===== config.mk =====
export PLATFORM = sky130hd
export DESIGN_NAME = param_pipelined_alu
export DESIGN_NICKNAME = d
export VERILOG_FILES = /design/src/rtl/param_pipelined_alu.sv
export SDC_FILE = /design/constraint.sdc
export NUM_CORES = 1
export LEC_CHECK = 0
export CAP_MARGIN = 0
export CORE_UTILIZATION = 43
export DETAILED_ROUTE_END_ITERATION = 10
export SLEW_MARGIN = 20
export SYNTH_ARGS = -nofsm -noshare
export SYNTH_HDL_FRONTEND = slang
export SYNTH_SLANG_ARGS = --single-unit
export TNS_END_PERCENT = 30

===== constraint.sdc =====
create_clock -name clk -period 4.9 [get_ports clk]
set_clock_uncertainty 0.1 [all_clocks]
set_input_delay 0.49 -clock clk [delete_from_list [all_inputs] [get_ports clk]]
set_output_delay 0.49 -clock clk [all_outputs]
set_load 0.03 [all_outputs]

===== src/rtl/param_pipelined_alu.sv =====
// param_pipelined_alu
//   Three-stage pipelined ALU: operand capture -> execute -> write back.
//   All stages advance together whenever the output register is empty or
//   being accepted. Otherwise every stage holds, so a stalled sink
//   back-pressures the operand source through in_ready.
// Ports
//   clk, reset_n          rising-edge clock, asynchronous active-low reset
//   in_valid / in_ready   input handshake for A, B, alu_op, in_tag
//   A, B                  operands (B[$clog2(W)-1:0] is the shift amount)
//   alu_op                operation select (0..13 legal, 14..15 illegal)
//   in_tag                sideband tag, returned unchanged with the result
//   out_valid / out_ready output handshake for result, flags, out_tag, out_err
//   result, flags         ALU result and {N, Z, C, V}
//   out_tag, out_err      tag of this result, illegal-opcode indication
module param_pipelined_alu #(
    parameter int unsigned W     = 16,
    parameter int unsigned TAG_W = 4
) (
    input  logic             clk,
    input  logic             reset_n,
    input  logic             in_valid,
    output logic             in_ready,
    input  logic [W-1:0]     A,
    input  logic [W-1:0]     B,
    input  logic [3:0]       alu_op,
    input  logic [TAG_W-1:0] in_tag,
    output logic             out_valid,
    input  logic             out_ready,
    output logic [W-1:0]     result,
    output logic [3:0]       flags,
    output logic [TAG_W-1:0] out_tag,
    output logic             out_err
);

    localparam int unsigned SH_W = $clog2(W);
    localparam logic [W-1:0] ONE = {{(W-1){1'b0}}, 1'b1};

    typedef enum logic [3:0] {
        OP_ADD   = 4'd0,
        OP_SUB   = 4'd1,
        OP_AND   = 4'd2,
        OP_OR    = 4'd3,
        OP_XOR   = 4'd4,
        OP_NOT   = 4'd5,
        OP_SHL   = 4'd6,
        OP_SHR   = 4'd7,
        OP_SRA   = 4'd8,
        OP_SLT   = 4'd9,
        OP_SLTU  = 4'd10,
        OP_PASSB = 4'd11,
        OP_INC   = 4'd12,
        OP_DEC   = 4'd13
    } alu_op_e;

    // Stage 1: captured operands
    logic             s1_valid_q, s1_valid_d;
    logic [W-1:0]     s1_a_q, s1_a_d, s1_b_q, s1_b_d;
    logic [3:0]       s1_op_q, s1_op_d;
    logic [TAG_W-1:0] s1_tag_q, s1_tag_d;
    // Stage 2: executed result
    logic             s2_valid_q, s2_valid_d;
    logic [W-1:0]     s2_res_q, s2_res_d;
    logic [3:0]       s2_flags_q, s2_flags_d;
    logic [TAG_W-1:0] s2_tag_q, s2_tag_d;
    logic             s2_err_q, s2_err_d;
    // Stage 3: write-back / output register
    logic             s3_valid_q, s3_valid_d;
    logic [W-1:0]     s3_res_q, s3_res_d;
    logic [3:0]       s3_flags_q, s3_flags_d;
    logic [TAG_W-1:0] s3_tag_q, s3_tag_d;
    logic             s3_err_q, s3_err_d;

    logic             advance;
    logic [SH_W-1:0]  sh;
    logic [W:0]       add_ext;
    logic [W:0]       shl_ext;
    logic [W:0]       shr_ext;
    logic [W-1:0]     ex_res;
    logic             ex_c, ex_v, ex_err;

    assign advance  = !s3_valid_q || out_ready;
    assign in_ready = advance;
    assign sh       = s1_b_q[SH_W-1:0];

    // Execute. Shifts run on a W+1 bit copy of A so the last bit shifted
    // out lands in the extra bit; with sh=0 that bit is the zero pad.
    always_comb begin
        ex_res  = '0;
        ex_c    = 1'b0;
        ex_v    = 1'b0;
        ex_err  = 1'b0;
        add_ext = '0;
        shl_ext = '0;
        shr_ext = '0;
        case (alu_op_e'(s1_op_q))
            OP_ADD: begin
                add_ext = {1'b0, s1_a_q} + {1'b0, s1_b_q};
                ex_res  = add_ext[W-1:0];
                ex_c    = add_ext[W];
                ex_v    = (s1_a_q[W-1] == s1_b_q[W-1]) && (ex_res[W-1] != s1_a_q[W-1]);
            end
            OP_SUB: begin
                add_ext = {1'b0, s1_a_q} - {1'b0, s1_b_q};
                ex_res  = add_ext[W-1:0];
                ex_c    = add_ext[W];
                ex_v    = (s1_a_q[W-1] != s1_b_q[W-1]) && (ex_res[W-1] != s1_a_q[W-1]);
            end
            OP_INC: begin
                add_ext = {1'b0, s1_a_q} + {1'b0, ONE};
                ex_res  = add_ext[W-1:0];
                ex_c    = add_ext[W];
                ex_v    = (s1_a_q[W-1] == ONE[W-1]) && (ex_res[W-1] != s1_a_q[W-1]);
            end
            OP_DEC: begin
                add_ext = {1'b0, s1_a_q} - {1'b0, ONE};
                ex_res  = add_ext[W-1:0];
                ex_c    = add_ext[W];
                ex_v    = (s1_a_q[W-1] != ONE[W-1]) && (ex_res[W-1] != s1_a_q[W-1]);
            end
            OP_AND:   ex_res = s1_a_q & s1_b_q;
            OP_OR:    ex_res = s1_a_q | s1_b_q;
            OP_XOR:   ex_res = s1_a_q ^ s1_b_q;
            OP_NOT:   ex_res = ~s1_a_q;
            OP_SHL: begin
                shl_ext = {1'b0, s1_a_q} << sh;
                ex_res  = shl_ext[W-1:0];
                ex_c    = shl_ext[W];
            end
            OP_SHR: begin
                shr_ext = {s1_a_q, 1'b0} >> sh;
                ex_res  = shr_ext[W:1];
                ex_c    = shr_ext[0];
            end
            OP_SRA: begin
                shr_ext = $signed({s1_a_q, 1'b0}) >>> sh;
                ex_res  = shr_ext[W:1];
                ex_c    = shr_ext[0];
            end
            OP_SLT:   ex_res[0] = $signed(s1_a_q) < $signed(s1_b_q);
            OP_SLTU:  ex_res[0] = s1_a_q < s1_b_q;
            OP_PASSB: ex_res = s1_b_q;
            default:  ex_err = 1'b1;
        endcase
    end

    // Bubbles shift through like real ops so the latency stays fixed at
    // three advancing cycles regardless of input gaps.
    always_comb begin
        s1_valid_d = s1_valid_q;
        s1_a_d     = s1_a_q;
        s1_b_d     = s1_b_q;
        s1_op_d    = s1_op_q;
        s1_tag_d   = s1_tag_q;
        s2_valid_d = s2_valid_q;
        s2_res_d   = s2_res_q;
        s2_flags_d = s2_flags_q;
        s2_tag_d   = s2_tag_q;
        s2_err_d   = s2_err_q;
        s3_valid_d = s3_valid_q;
        s3_res_d   = s3_res_q;
        s3_flags_d = s3_flags_q;
        s3_tag_d   = s3_tag_q;
        s3_err_d   = s3_err_q;
        if (advance) begin
            s1_valid_d = in_valid;
            s1_a_d     = A;
            s1_b_d     = B;
            s1_op_d    = alu_op;
            s1_tag_d   = in_tag;
            s2_valid_d = s1_valid_q;
            s2_res_d   = ex_res;
            s2_flags_d = {ex_res[W-1], (ex_res == '0), ex_c, ex_v};
            s2_tag_d   = s1_tag_q;
            s2_err_d   = ex_err;
            s3_valid_d = s2_valid_q;
            s3_res_d   = s2_res_q;
            s3_flags_d = s2_flags_q;
            s3_tag_d   = s2_tag_q;
            s3_err_d   = s2_err_q;
        end
    end

    always_ff @(posedge clk or negedge reset_n) begin
        if (!reset_n) begin
            s1_valid_q <= 1'b0;
            s1_a_q     <= '0;
            s1_b_q     <= '0;
            s1_op_q    <= '0;
            s1_tag_q   <= '0;
            s2_valid_q <= 1'b0;
            s2_res_q   <= '0;
            s2_flags_q <= '0;
            s2_tag_q   <= '0;
            s2_err_q   <= 1'b0;
            s3_valid_q <= 1'b0;
            s3_res_q   <= '0;
            s3_flags_q <= '0;
            s3_tag_q   <= '0;
            s3_err_q   <= 1'b0;
        end else begin
            s1_valid_q <= s1_valid_d;
            s1_a_q     <= s1_a_d;
            s1_b_q     <= s1_b_d;
            s1_op_q    <= s1_op_d;
            s1_tag_q   <= s1_tag_d;
            s2_valid_q <= s2_valid_d;
            s2_res_q   <= s2_res_d;
            s2_flags_q <= s2_flags_d;
            s2_tag_q   <= s2_tag_d;
            s2_err_q   <= s2_err_d;
            s3_valid_q <= s3_valid_d;
            s3_res_q   <= s3_res_d;
            s3_flags_q <= s3_flags_d;
            s3_tag_q   <= s3_tag_d;
            s3_err_q   <= s3_err_d;
        end
    end

    assign out_valid = s3_valid_q;
    assign result    = s3_res_q;
    assign flags     = s3_flags_q;
    assign out_tag   = s3_tag_q;
    assign out_err   = s3_err_q;

endmodule


==> results.json, run 1 <==
{
  "outcome": "complete, but fails checks",
  "violations": "negative hold slack",
  "fin_ws_ns": 0.725,
  "drc": 0,
  "ff_latch_area_mm2": 0.00228,
  "multi_input_area_mm2": 0.00606,
  "cp-end-kind": "flop",
  "syn_nets": 1257,
  "place_ws_ns": 0.938,
  "slowest_delay_ns": 0.64,
  "path_clk_slew_ns": 0.09,
  "numCtsBuffers": 9,
  "power_leakage_nw": 4.30,
  "holdBufCountCts": 0,
  "antenna_found_initial": 2,
  "die_h_um": 146,
  "synthCells": 1153,
  "firstDrtPassIters": 6,
  "synth_edf_count": 0,
  "syn_area_mm2": 0.00890,
  "fin_nets": 1280,
  "layout_commonest_cell": "nand2_1",
  "ioPinCount": 71,
  "ir_drop_uv": 242,
  "hold_violations": 2,
  "first_iter_violations": 1074,
  "worst-path-buf-inv": 0,
  "core_mm2": 0.0202,
  "grt_max_degree": 60,
  "start_kind": "flop",
  "cts_resized": 0,
  "ys.flop_type": "dfrtp_1",
  "die_w_um": 146,
  "cts_num_sinks": 91,
  "crit_fanout": 17,
  "final_cell_mix": "202 x nand2_1, 92 x nor2_1, 90 x dfrtp_1",
  "ys_ff_latch": 91,
  "path_cells": "nor4_1 > nand2_1 > nor3_1 > and3_1 > ha_1 > a222oi_1 > o31ai_1 > nor4_1 > o311ai_1 > or3_1 > nor3_1 > a32o_1",
  "clock_path_buffers": 2,
  "die-area_mm2": 0.0213,
  "slew_headroom_pct": 40.8,
  "synthToLayoutAreaGrowth_pct": 14.2,
  "finalCriticalPeriod_ns": 4.17,
  "required_ns": 5.10,
  "rsz0062_at_grt": "false",
  "avgSynthCellArea_um2": 7.72,
  "ys_seq_area_share_pct": 25.6,
  "power_mw": 5.56,
  "num_vias": 9174,
  "crit_slowest_cell": "nor4_1",
  "portBuffers": 70,
  "synth_cell_types": 83,
  "setup_viol": 0,
  "yosysWarnings": 0,
  "r2r_setup_slack_ns": 0.73,
  "initial_core_util_pct": 44.0,
  "drive_gt1_share_pct": 8.38,
  "critPathArrivalTime_ns": 4.37,
  "slew_viol_final": 0,
  "ant_nets": 0,
  "worst_pin_slew_ns": 0.887,
  "diodes": 0,
  "fin_crit_sh_pct": 85.2,
  "clock.fmax_mhz": 240,
  "powerDensity_mw_per_mm2": 547,
  "grt_pass1_vias": 8341,
  "vias_per_cell": 6.32,
  "grt_pass1_wl_um": 51800,
  "wirelength_um": 33600,
  "fin_util_pct": 50.3,
  "hpwl_um": 25400,
  "gr-total-overflow": 0,
  "path_delay_family": "simple AND/OR/NAND/NOR gates",
  "cts_setup_buffers": 0,
  "gr-usage-all-layers_pct": 31.9,
  "hold_class": "input pin to asynchronous set/reset pin",
  "max_cap_viol_count": 0,
  "insertion_delay_ns": 0.37,
  "synth-async-reset-ratio_pct": 100,
  "r2r_start": "s1_a_q[6]$_DFFE_PN0P_",
  "htreeDepth": 3,
  "fp-row-count": 52,
  "fillers": 2052,
  "regToRegEndpoint": "s2_flags_q[2]$_DFFE_PN0P_",
  "gp_congestion": 1.02,
  "clock-root-buffer": "clkbuf_16",
  "hold_ws_ns": -0.00980,
  "worst-r2r-cell-count": 12,
  "wl_per_cell_um": 23.2,
  "finalSetupTns_ns": 0,
  "crit_type": "flop to flop",
  "cts_tree": "yes"
}
[where the power goes]
part	total [mW]	internal, mW	switching, mW	leakage (nW)
Combinational	3.49	1.29	2.20	3.05
Clock	0.783	0.411	0.372	0.156
Sequential	1.29	1.02	0.276	1.10
[worst reg2reg max path: stages (launching register included)]
cell and delay [ns]:
dfrtp_1 0.59, nor4_1 0.64, nand2_1 0.32, nor3_1 0.34, and3_1 0.20, ha_1 0.22
a222oi_1 0.29, o31ai_1 0.13, nor4_1 0.40, o311ai_1 0.15, or3_1 0.39, nor3_1 0.15
a32o_1 0.17
[worst max path at each step]
stage	from	depth (start not counted)	slack, ns	end
after detailed placement	s1_a_q[6]$_DFFE_PN0P_	12	0.94	s2_flags_q[2]$_DFFE_PN0P_
after global routing	s1_a_q[6]$_DFFE_PN0P_	12	0.52	s2_flags_q[2]$_DFFE_PN0P_
after floorplan	s1_b_q[2]$_DFFE_PN0P_	13	1.44	s2_flags_q[2]$_DFFE_PN0P_
after CTS	s1_a_q[6]$_DFFE_PN0P_	12	0.87	s2_flags_q[2]$_DFFE_PN0P_
final	s1_a_q[6]$_DFFE_PN0P_	12	0.73	s2_flags_q[2]$_DFFE_PN0P_
after global placement	s1_a_q[6]$_DFFE_PN0P_	12	0.94	s2_flags_q[2]$_DFFE_PN0P_
[per-layer routing]
layer / global-route usage [%] / part of all wire (%) / vias up / wire [um]
met5: 0 / 0.068 / - / 23
met4: 11.6 / 3.6 / 4 / 1200
met3: 5.20 / 7.8 / 83 / 2620
met2: 49.3 / 45 / 480 / 15000
met1: 44.8 / 44 / 4368 / 14800
li1: - / - / 4239 / -
[cell usage after synthesis (all sizes together), types with 16 or more instances]
cell type	instances	area [um2]
mux2i	21	210
nor2	92	345
buf	25	128
ha	58	726
dfrtp	91	2280
nor3	22	115
clkbuf	72	270
a21oi	74	370
o21ai	78	390
xnor2	16	140
inv	48	180
mux4	20	465
nor2b	16	100
nand2	202	758
nand4	17	106
nand3	33	165
[state kept, by name, summed over array words and instances, names as in the netlist]
name	flops
s2_flags_q	3
s1_b_q	16
s1_op_q	4
flags	3
s2_err_q	1
s1_a_q	16
s2_res_q	16
result	16
out_valid	1
out_tag	4
s1_tag_q	4
s1_valid_q	1
s2_tag_q	4
s2_valid_q	1
out_err	1
[cell type report]
| type | count | area share (%) |
|---|---|---|
| repair buffers | 109 | 9.75 |
| well taps | 270 | 3.32 |
| inverters | 49 | 1.83 |
| clock buffers | 9 | 2.21 |
| multi-input cells | 916 | 59.6 |
| flip-flops and latches | 91 | 22.4 |
| clock inverters | 7 | 0.911 |
[metrics by stage]
step | cell area, um2 | std cells
after global routing | 10200 | 1451
final | 10200 | 1451
after detailed placement | 9850 | 1435
after global placement | 9850 | 1435
after CTS | 10200 | 1451
after floorplan | 8900 | 1153
[cells by family after synthesis]
kind of cell,after synthesis,share of synthesized area [%]
AO/OA/AOI/OAI,308,22.7
XOR/XNOR,20,1.97
adder cells (fa/ha/maj),60,8.60
buffers and inverters,146,6.54
flip-flops,91,25.6
multiplexers,50,8.73
AND/OR/NAND/NOR,478,25.9
No activity file was read; power rests on OpenSTA's default activity.
==> inputs of run 2 (changes only) <==
- CORE_MARGIN: not set -> 1.5
- HOLD_SLACK_MARGIN: not set -> 0.15
==> results.json, run 2 (synthesis gave the netlist of run 1 again) <==
{
  "outcome": "complete, no violations",
  "powerDensity_mw_per_mm2": 545,
  "fin_nets": 1279,
  "antenna_found_initial": 1,
  "final_cell_mix": "202 x nand2_1, 92 x nor2_1, 90 x dfrtp_1",
  "path_clk_slew_ns": 0.09,
  "vias_per_cell": 6.36,
  "core_mm2": 0.0203,
  "clock_path_buffers": 2,
  "slew_headroom_pct": 25.8,
  "portBuffers": 70,
  "path_cells": "buf_4 > nor4_1 > nand2_1 > nor3_1 > and3_1 > ha_1 > a222oi_1 > o31ai_1 > nor4_1 > o311ai_1 > or3_1 > nor3_1 > a32o_1",
  "crit_type": "flop to flop",
  "setup_viol": 0,
  "grt_use_met1_pct": 45.5,
  "hold_class": "flop to flop",
  "hpwl_um": 25200,
  "rsz0062_at_grt": "false",
  "grt_pass1_wl_um": 52300,
  "grt_max_degree": 81,
  "gr-usage-met2_pct": 46.7,
  "synthToLayoutAreaGrowth_pct": 14.1,
  "cts_tree": "yes",
  "power_leakage_nw": 4.29,
  "fin_crit_sh_pct": 85.1,
  "drc": 0,
  "first_iter_violations": 967,
  "fillers": 2074,
  "grt_pass1_vias": 8693,
  "worst-path-buf-inv": 1,
  "cts_num_sinks": 91,
  "met3_usage_pct": 4.72,
  "design_area_mm2": 0.0102,
  "finalCriticalPeriod_ns": 4.17,
  "ioPinCount": 71,
  "finalSetupTns_ns": 0,
  "num_vias": 9228,
  "clock.fmax_mhz": 240,
  "wirelength_um": 33300,
  "slowest_delay_ns": 0.70,
  "fp-row-count": 52,
  "crit_slowest_cell": "nor4_1",
  "insertion_delay_ns": 0.37,
  "die_h_um": 147,
  "gr-total-overflow": 0,
  "grt-busiest-layer": "met2",
  "worst_pin_slew_ns": 1.11,
  "critPathArrivalTime_ns": 4.36,
  "firstDrtPassIters": 5,
  "layout_commonest_cell": "nand2_1",
  "crit_fanout": 17,
  "numCtsBuffers": 9,
  "place_area_mm2": 0.00985,
  "required_ns": 5.10,
  "die-area_mm2": 0.0216,
  "max_cap_viol_count": 0,
  "htreeDepth": 3,
  "hold_violations": 0,
  "wl_per_cell_um": 23.0,
  "gr-usage-all-layers_pct": 31.4,
  "clock-root-buffer": "clkbuf_16",
  "ir_drop_uv": 228,
  "slew_viol_final": 0,
  "cts_resized": 0,
  "cp-end-kind": "flop",
  "ant_nets": 0,
  "path_delay_family": "simple AND/OR/NAND/NOR gates",
  "start_kind": "flop",
  "drive_gt1_share_pct": 8.22,
  "die_w_um": 147,
  "gp_congestion": 1.01,
  "diodes": 0,
  "hold_ws_ns": 0.365,
  "initial_core_util_pct": 43.9
}
-- run 2: final cells by class --
type | count | area [um2] | area share (%)
Clock buffer | 9 | 225 | 2.22
Tap cell | 270 | 338 | 3.33
Inverter | 49 | 186 | 1.83
Clock inverter | 7 | 76.3 | 0.751
Sequential cell | 91 | 2280 | 22.4
Multi-Input combinational cell | 916 | 6060 | 59.6
Timing Repair Buffer | 108 | 998 | 9.83
-- run 2: worst paths after layout --
check	startpoint	endpoint	slack, ns	cells past startpoint
max	s1_a_q[4]$_DFFE_PN0P_	s2_flags_q[2]$_DFFE_PN0P_	0.73	13
min	result[13]$_DFFE_PN0P_	result[13]$_DFFE_PN0P_	0.37	2
max reg2reg	s1_a_q[4]$_DFFE_PN0P_	s2_flags_q[2]$_DFFE_PN0P_	0.73	13
min reg2reg	result[13]$_DFFE_PN0P_	result[13]$_DFFE_PN0P_	0.37	2
max in group asynchronous	reset_n	s1_b_q[1]$_DFFE_PN0P_	3.04	3
min in group asynchronous	reset_n	s1_b_q[5]$_DFFE_PN0P_	0.66	2
-- run 2: power by group --
part	leakage, nW	internal, mW	total [mW]	switching, mW
sequential	1.10	1.02	1.29	0.276
combinational	3.04	1.30	3.51	2.21
clock	0.148	0.363	0.738	0.375
-- run 2: through the flow --
step | std cells | util [%] | power (mW) | setup slack, ns
finish | 1450 | 50.0 | 5.54 | 0.732
global placement | 1433 | 48.5 | 4.74 | 0.981
global route | 1450 | 50.0 | 5.89 | 0.303
floorplan | 1153 | - | 3.57 | 1.44
CTS | 1450 | 50.0 | 5.48 | 0.826
detailed placement | 1433 | 48.5 | 4.72 | 0.899
-- run 2: layer usage --
metal,up-vias,part of all wire (%)
met2,481,43
met3,92,8.6
met4,0,3.8
met5,-,0
li1,4241,-
met1,4414,45
-- run 2: repair_timing --
item	4_1_cts	5_1_grt
hold buffers	1	0
buffers inserted	0	0
endpoints found under the hold margin	23	0
-- run 2: tightest hold or removal path, cell delays in order, from the launching register on --
cell and delay [ns]:
dfrtp_1 0.34, nand2_1 0.05, nand2_1 0.04
==> inputs of run 3 (changes only) <==
- CORE_MARGIN: 1.5 -> not set
==> results.json, run 3 (synthesis gave the netlist of run 1 again) <==
{
  "clock.fmax_mhz": 241,
  "start_kind": "flop",
  "setup_viol": 0,
  "diodes": 0,
  "slew_headroom_pct": 40.1,
  "path_cells": "nor4_1 > nand2_1 > nor3_1 > and3_1 > ha_1 > a222oi_1 > o31ai_1 > nor4_1 > o311ai_1 > or3_1 > nor3_1 > a32o_1",
  "num_vias": 9213,
  "fin_crit_sh_pct": 84.7,
  "ir_drop_uv": 241,
  "first_iter_violations": 1029,
  "max_cap_viol_count": 0,
  "layout_commonest_cell": "nand2_1",
  "hold_violations": 0,
  "grt_max_degree": 60,
  "regToRegEndpoint": "s2_flags_q[2]$_DFFE_PN0P_",
  "antenna_found_initial": 2,
  "fillers": 2053,
  "gr-total-overflow": 0,
  "clock_path_buffers": 2,
  "fin_util_pct": 50.3,
  "hold_class": "flop to flop",
  "slew_viol_final": 0,
  "min_path_cells": 2,
  "hold_end": "result[13]$_DFFE_PN0P_",
  "htreeDepth": 3,
  "die_h_um": 146,
  "slowest_delay_ns": 0.65,
  "ant_nets": 0,
  "wirelength_um": 33600,
  "hpwl_um": 25400,
  "holdBufCountCts": 1,
  "required_ns": 5.09,
  "final_cell_mix": "202 x nand2_1, 92 x nor2_1, 90 x dfrtp_1",
  "wl_per_cell_um": 23.1,
  "die-area_mm2": 0.0213,
  "vias_per_cell": 6.35,
  "cts_num_sinks": 91,
  "finalCriticalPeriod_ns": 4.15,
  "critPathArrivalTime_ns": 4.35,
  "cts_setup_buffers": 0,
  "gp_congestion": 1.02,
  "clock-root-buffer": "clkbuf_16",
  "power_leakage_nw": 4.30,
  "fin_nets": 1281,
  "portBuffers": 70,
  "worst_pin_slew_ns": 0.896,
  "ioPinCount": 71,
  "grt_pass1_wl_um": 51800,
  "path_clk_slew_ns": 0.09,
  "core_mm2": 0.0202,
  "r2r_setup_slack_ns": 0.75,
  "die_w_um": 146,
  "numCtsBuffers": 9,
  "firstDrtPassIters": 7,
  "hold_ws_ns": 0.363,
  "finalSetupTns_ns": 0,
  "gr-usage-all-layers_pct": 31.9,
  "hp-start": "result[13]$_DFFE_PN0P_",
  "crit_fanout": 17,
  "cts_resized": 0,
  "crit_slowest_cell": "nor4_1",
  "drc": 0,
  "outcome": "complete, no violations",
  "instances_no_fill": 1452,
  "dp.cells": 1435,
  "insertion_delay_ns": 0.37,
  "rsz0062_at_grt": "false",
  "cp-end-kind": "flop",
  "grt_pass1_vias": 8341,
  "crit_type": "flop to flop",
  "fp-row-count": 52,
  "powerDensity_mw_per_mm2": 546,
  "cts_tree": "yes",
  "synthToLayoutAreaGrowth_pct": 14.3,
  "initial_core_util_pct": 44.0,
  "drive_gt1_share_pct": 8.38,
  "worst-r2r-cell-count": 12,
  "r2r_start": "s1_a_q[6]$_DFFE_PN0P_"
}
## run 3: cell type report
type                       count  area [um2]  area share (%)
multi-input combinational    916        6060            59.5
sequential                    91        2280            22.4
timing repair buffer         110        1000            9.83
tap                          270         338            3.32
clock buffer                   9         225            2.21
inverter                      49         186            1.83
clock inverter                 7        92.6           0.910
## run 3: critical path: cells and delay by family (launching register included)
family / cells / cell delay (ns)
simple gates: 7 / 2.40
compound gates: 4 / 0.74
flops: 1 / 0.59
fa+ha+maj: 1 / 0.22
## run 3: worst max-delay path by stage
stage	from	cells after the start	to	slack [ns]
final	s1_a_q[6]$_DFFE_PN0P_	12	s2_flags_q[2]$_DFFE_PN0P_	0.75
after global routing	s1_a_q[6]$_DFFE_PN0P_	12	s2_flags_q[2]$_DFFE_PN0P_	0.52
after CTS	s1_a_q[6]$_DFFE_PN0P_	12	s2_flags_q[2]$_DFFE_PN0P_	0.87
after detailed placement	s1_a_q[6]$_DFFE_PN0P_	12	s2_flags_q[2]$_DFFE_PN0P_	0.94
after global placement	s1_a_q[6]$_DFFE_PN0P_	12	s2_flags_q[2]$_DFFE_PN0P_	0.94
after floorplan	s1_b_q[2]$_DFFE_PN0P_	13	s2_flags_q[2]$_DFFE_PN0P_	1.44
## run 3: metal layers
metal  share of wire, %  vias to the layer above  global-route usage [%]
li1                   -                     4247                       -
met1                 43                     4401                    44.8
met2                 44                      471                    49.3
met3                8.1                       90                    5.20
met4                4.0                        4                    11.6
met5              0.068                        -                       0
## run 3: metrics by stage
| stage | power [mW] | instance area, um2 | setup WS [ns] |
|---|---|---|---|
| finish | 5.56 | 10200 | 0.747 |
| global route | 5.91 | 10200 | 0.522 |
| CTS | 5.51 | 10200 | 0.869 |
| detailed placement | 4.71 | 9850 | 0.938 |
| global placement | 4.71 | 9850 | 0.945 |
| floorplan | 3.57 | 8900 | 1.44 |
## run 3: power by group
group	total (mW)	leakage (nW)	internal (mW)	switching, mW
registers	1.29	1.10	1.02	0.275
logic	3.49	3.05	1.29	2.20
clock network	0.782	0.156	0.411	0.371
